--- config.mk ---
export PLATFORM = sky130hd
export DESIGN_NAME = imem_loader_ctrl
export DESIGN_NICKNAME = d
export VERILOG_FILES = /design/src/rtl/imem_loader_ctrl.sv
export SDC_FILE = /design/constraint.sdc
export NUM_CORES = 1
export LEC_CHECK = 0
export CAP_MARGIN = 20
export CORE_MARGIN = 2
export CORE_UTILIZATION = 29
export CTS_BUF_LIST = sky130_fd_sc_hd__clkbuf_2 sky130_fd_sc_hd__clkbuf_4 sky130_fd_sc_hd__clkbuf_8
export DETAILED_ROUTE_END_ITERATION = 10
export PLACE_DENSITY = 0.6
export SLEW_MARGIN = 20
export SYNTH_ARGS = -nofsm -noshare
export SYNTH_HDL_FRONTEND = slang
export SYNTH_SLANG_ARGS = --single-unit
--- constraint.sdc ---
create_clock -name i_clk -period 5.6 [get_ports i_clk]
set_input_delay 0.84 -clock i_clk [delete_from_list [all_inputs] [get_ports i_clk]]
set_output_delay 0.84 -clock i_clk [all_outputs]
set_load 0.02 [all_outputs]
--- src/rtl/imem_loader_ctrl.sv ---
// Loads a program into the instruction memory from a byte stream, then hands the
// memory over to the pipeline fetch port until the next load request.
module imem_loader_ctrl #(
    parameter int                 NB_INST   = 32,
    parameter int                 NB_ADDR   = 7,
    parameter int                 NB_BYTE   = 8,
    parameter logic [NB_INST-1:0] HALT_WORD = 32'hF800_0000
) (
    input  logic               i_clk,
    input  logic               i_reset,
    input  logic               i_start,
    input  logic               i_rx_valid,
    input  logic [NB_BYTE-1:0] i_rx_data,
    input  logic [NB_ADDR-1:0] i_pc_addr,
    input  logic               i_fetch_en,
    output logic               o_rx_ready,
    output logic [NB_ADDR-1:0] o_mem_addr,
    output logic [NB_INST-1:0] o_mem_data,
    output logic               o_mem_wr,
    output logic               o_mem_rd,
    output logic [NB_ADDR:0]   o_word_count,
    output logic               o_load_done,
    output logic               o_overflow
);

    typedef enum logic [1:0] {IDLE, LOAD, WRITE, DONE} state_t;

    state_t               state;
    logic [1:0]           byte_cnt;
    logic [NB_ADDR-1:0]   word_ptr;
    logic [NB_INST-1:0]   word_buf;
    logic                 pass_through;

    always_ff @(posedge i_clk or negedge i_reset) begin
        if (!i_reset) begin
            state        <= IDLE;
            byte_cnt     <= '0;
            word_ptr     <= '0;
            word_buf     <= '0;
            o_word_count <= '0;
            o_load_done  <= 1'b0;
            o_overflow   <= 1'b0;
        end else begin
            case (state)
                IDLE, DONE: begin
                    if (i_start) begin
                        state        <= LOAD;
                        byte_cnt     <= '0;
                        word_ptr     <= '0;
                        o_word_count <= '0;
                        o_load_done  <= 1'b0;
                        o_overflow   <= 1'b0;
                    end
                end
                LOAD: begin
                    // Shift in big-endian: first byte ends up in the top byte lane.
                    if (i_rx_valid) begin
                        word_buf <= {word_buf[NB_INST-NB_BYTE-1:0], i_rx_data};
                        byte_cnt <= byte_cnt + 2'd1;
                        if (byte_cnt == 2'd3) state <= WRITE;
                    end
                end
                WRITE: begin
                    word_ptr     <= word_ptr + 1'b1;
                    o_word_count <= o_word_count + 1'b1;
                    if (word_buf == HALT_WORD) begin
                        state       <= DONE;
                        o_load_done <= 1'b1;
                    end else if (word_ptr == {NB_ADDR{1'b1}}) begin
                        state       <= DONE;
                        o_load_done <= 1'b1;
                        o_overflow  <= 1'b1;
                    end else begin
                        state <= LOAD;
                    end
                end
                default: state <= IDLE;
            endcase
        end
    end

    // Memory port is muxed between the loader and the pipeline by state alone.
    always_comb begin
        pass_through = (state == IDLE) || (state == DONE);
        o_rx_ready   = (state == LOAD);
        o_mem_wr     = (state == WRITE);
        o_mem_data   = word_buf;
        o_mem_addr   = pass_through ? i_pc_addr : word_ptr;
        o_mem_rd     = pass_through & i_fetch_en;
    end

endmodule

Yosys cells after proc, flatten, opt, wreduce, memory -nomap -nowiden --
Index checks and enable logic that the tools add are counted.
Word-level totals: flip-flop bits (word level) 53, output and inout port bits 52, bits of input ports 20, word-level logic and storage cells 54
Cells by class: add/subtract/negate cells 3, bitwise operators 1, equal/unequal tests 12, reduce and logical (&&, ||, !) cells 11, multiplexer cells 20
Operators by type and width (count):
- $eq 32x32->1 const B | 1
- $pmux 8 s2 | 1
- $mux 2 | 7
- $mux 7 | 2
- $pmux 7 s2 | 1
- $reduce_and 3->1 | 3
- $add 8x1->8 const B | 1
- $mux 8 | 1
- $add 7x1->7 const B | 1
- $eq 7x7->1 const B | 1
- $eq 2x2->1 const B | 3
- $ne 2x2->1 const B | 3
- $pmux 2 s3 | 1
- $mux 1 | 4
- $ne 2x1->1 const B | 2
- $pmux 1 s2 | 2
- $pmux 2 s2 | 1
- $reduce_and 2->1 | 2
- $reduce_and 4->1 | 1
- $reduce_bool 2->1 | 2
- $ne 3x1->1 const B | 1
- $add 2x1->2 const B | 1
- $eq 2x1->1 const B | 1
- $logic_not 2->1 | 1
- 3 further kinds | 3

Logic depth before layout (Yosys ltp) --
depth after elaboration 4, depth in mapped cells 8, depth with buffers taken out 6

Worst setup path after synthesis --
OpenSTA, ideal clock, no wires.
kind reg-to-output, start point reg state[0], end point out o_mem_addr[0], data arrival time 1.540 ns, setup slack 3.220 ns, stages on the path, launching flop included 6, data required time 4.760 ns, buffers on the path 2, path through dfrtp_1 inv_1 ha_1 buf_4 clkbuf_1 mux2_2
Between the ends: word-level cells in the longest chain between the ends 3, elaborated cells on any way between the ends 4, those cells by class eq/ne: 1; mux: 1; reduce/logical: 2
Ends and longest elaborated chain:
- start: declaration | RTL line 28 | state_t state;
- start signal: assignment | RTL line 36 | state <= IDLE;
- start signal: assignment | RTL line 47 | state <= LOAD;
- start signal: assignment | RTL line 60 | if (byte_cnt == 2'd3) state <= WRITE;
- $eq 2x2->1 or $logic_not 2->1 (tied branches) | RTL line 84 | pass_through = (state == IDLE) || (state == DONE);
- $logic_or 1x1->1 (*) | RTL line 84
- $mux 7 (*) | RTL line 88 | o_mem_addr = pass_through ? i_pc_addr : word_ptr;
- end: declaration | RTL line 17 | output logic [NB_ADDR-1:0] o_mem_addr,
Mark *: on every way between the ends. The rest lies on a longest branch, timed or not.

Worst setup path in the final report --
start point reg state[0], end point out o_mem_addr[1]
Same word-level chain as after synthesis.

==> flow_metrics.env <==
export IMPL_status="finished, final reports clean"
export IMPL_clkLatencyLatePin_ns=0.31
export IMPL_gp_congestion=0.764
export IMPL_drv_cap=0
export IMPL_synth_area_sq_um=2570
export IMPL_yosysMostFrequentCell="dfrtp_1"
export IMPL_syn_num_nets=240
export IMPL_max_freq_mhz=304
export IMPL_cpMaxStageDelayCell="ha_1"
export IMPL_overflow=0
export IMPL_die_h_um=98.1
export IMPL_r2r_worst_path_cells=6
export IMPL_yosys_warnings=0
export IMPL_yosys_top_cells_count="53 x dfrtp_1, 36 x mux2_2, 11 x nor2_1, 8 x nand2_1"
export IMPL_worstSetupPathType="reg -> out"
export IMPL_final_max_slew_violation_count=0
export IMPL_hold_violations=0
export IMPL_slowest_delay_ns=0.72
export IMPL_synthCells=214
export IMPL_regToRegEndpoint="word_ptr[6]"
export IMPL_whs_path_depth=1
export IMPL_yosys_top_cells_area="dfrtp_1 52%, mux2_2 16%, ha_1 2.9%"
export IMPL_worstReg2RegStart="state[0]"
export IMPL_nets=310
export IMPL_slew_headroom=0.545
export IMPL_yosys_area_top_type="dfrtp_1"
export IMPL_grt_use_total=0.126
export IMPL_ys_ff_latch=53
export IMPL_cts_made_buffers=5
export IMPL_final_antenna_net_count=0
export IMPL_critPathLaunchType="flop"
export IMPL_critPathMaxFanout=18
export IMPL_cp_end_kind="output pin"
export IMPL_cts_setup_buffers=0
export IMPL_start_util=0.297
export IMPL_fin_cells=393
export IMPL_rsz0062_at_grt="false"
export IMPL_wl_um=5790
export IMPL_htreeDepth=2
export IMPL_wl_per_cell_um=14.7
export IMPL_worst_pin_slew_ns=0.682
export IMPL_clock_path_buffers=2
export IMPL_area_delta_synth_final_pct=35.4
export IMPL_cts_hold_buf=0
export IMPL_synth_distinct_cells=44
export IMPL_synth_edff_count=0
export IMPL_cp_top_family="adder cells"
export IMPL_fillers=841
export IMPL_post_route_drc_count=0
export IMPL_grt_max_degree=54
export IMPL_detail_route_iter0_violations=86
export IMPL_coreArea_sq_um=8640
export IMPL_async_flop_share=1.00
export IMPL_worstHoldEndpoint="word_ptr[2]"
export IMPL_n_antenna_cell=0
export IMPL_powerDensity_nw_per_um2=584
export IMPL_cts_tree="done"
export IMPL_setup_viol=0
export IMPL_cts_sinks=53
export IMPL_period_share=0.587
export IMPL_dieArea_sq_um=9620
export IMPL_syn_avg_cell_area_sq_um=12.0
export IMPL_hold_path_startpoint="word_ptr[2]"
export IMPL_final_min_clock_period_ns=3.29
export IMPL_firstDrtPassIters=4
export IMPL_std_cell_rows=34
export IMPL_place_port_buffers=71
export IMPL_clock_skew_ns=0.00928
export IMPL_synth_ff_type="dfrtp_1"
export IMPL_cts_root_buf="clkbuf_8"
export IMPL_die_w_um=98.1
export IMPL_synth_top_area_frac=0.517
export IMPL_drive_gt1_frac=0.182
export IMPL_seq_area_frac_synth=0.517
export IMPL_ff2ff_setup_slack_ns=3.14
export IMPL_dpl_hpwl_um=4070
export IMPL_grt_pass1_vias=1963
export IMPL_ctsResizeCount=0
export IMPL_grt_pass1_wl_um=9820
export IMPL_routed_via_density=4.88
export IMPL_worstPathCellList="inv_1 > ha_1 > mux2_2 > clkdlybuf4s50_1"
export IMPL_required_ns=4.76
export IMPL_antenna_found_initial=0
export IMPL_ir_worst_vdd_v=0.000294
export IMPL_hold_path_class="reg -> reg"
export IMPL_vias=1917
export IMPL_io_pins=72
export IMPL_arrival_ns=2.45
export IMPL_critPathBufInv=2
export IMPL_clkSlewWorstSetupHoldPaths_ns=0.10
export IMPL_dp_cells=385
export IMPL_tns_ns=0
export IMPL_leakagePower_nw=1.43
## stage by stage
step	hold WS [ns]	util	worst slack [ns]	instance area, sq um	total power [mW]
2_1_floorplan	0.468	-	3.22	2570	1.35
3_3_place_gp	0.517	0.391	2.69	3370	1.80
3_5_place_dp	0.523	0.391	2.64	3370	1.81
4_1_cts	0.537	0.402	2.28	3470	2.06
5_1_grt	0.564	0.402	2.18	3470	2.17
6_report	0.542	0.402	2.31	3470	2.03
## power breakdown
| group | internal, mW | switching [mW] |
|---|---|---|
| Clock | 0.103 | 0.135 |
| Sequential | 0.530 | 0.150 |
| Combinational | 0.563 | 0.548 |
## cells by family (layout without fill, tap and decap cells)
kind of cell,count (synthesis),after routing,share of synthesized area
simple gates,55,55,0.119
buf+inv,17,88,0.0288
xor+xnor,6,6,0.0205
compound gates,35,35,0.0975
flops,53,53,0.517
fa+ha+maj,6,6,0.0293
mux,42,42,0.188
## final cells by class
class	instances	area, sq um	area share
Clock inverter	2	17.5	0.00504
Clock buffer	6	82.6	0.0238
Tap cell	108	135	0.0389
Timing Repair Buffer	73	721	0.207
Sequential cell	53	1330	0.382
Multi-Input combinational cell	144	1170	0.336
Inverter	7	26.3	0.00756
## flip-flops by register name (all words and copies together), names as in the netlist
register and count:
byte_cnt 2, state 2, o_mem_data 32, o_load_done 1
o_word_count 8, word_ptr 7, o_overflow 1
## metal layers
metal / wire length (um) / track usage
met4: 65 / 0.0353
met2: 2660 / 0.196
met5: 0 / 0
met3: 494 / 0.0494
met1: 2570 / 0.165
## worst max-delay path by stage
stage | from | to | cells past startpoint
2_1_floorplan | state[0] | o_mem_addr[0] | 5
3_3_place_gp | state[0] | o_mem_addr[3] | 4
3_5_place_dp | state[0] | o_mem_addr[1] | 4
4_1_cts | state[0] | o_mem_addr[1] | 4
5_1_grt | state[0] | o_mem_addr[1] | 4
6_report | state[0] | o_mem_addr[1] | 4
## layout by cell type, fill, tap and decap left out, drive strengths merged, types with 2 or more instances in the layout
cell,instances
clkdlybuf4s50,70
dfrtp,53
mux2,40
nor2,11
o21ai,9
nand2,8
inv,8
nor4,7
xnor2,6
nand3,6
ha,6
clkbuf,6
a22o,5
nor2b,5
a21oi,5
nand4,4
nor3,4
a21o,3
buf,3
a221oi,2
a31oi,2
mux2i,2
or4,2
Power figures use the tool's default switching activity.
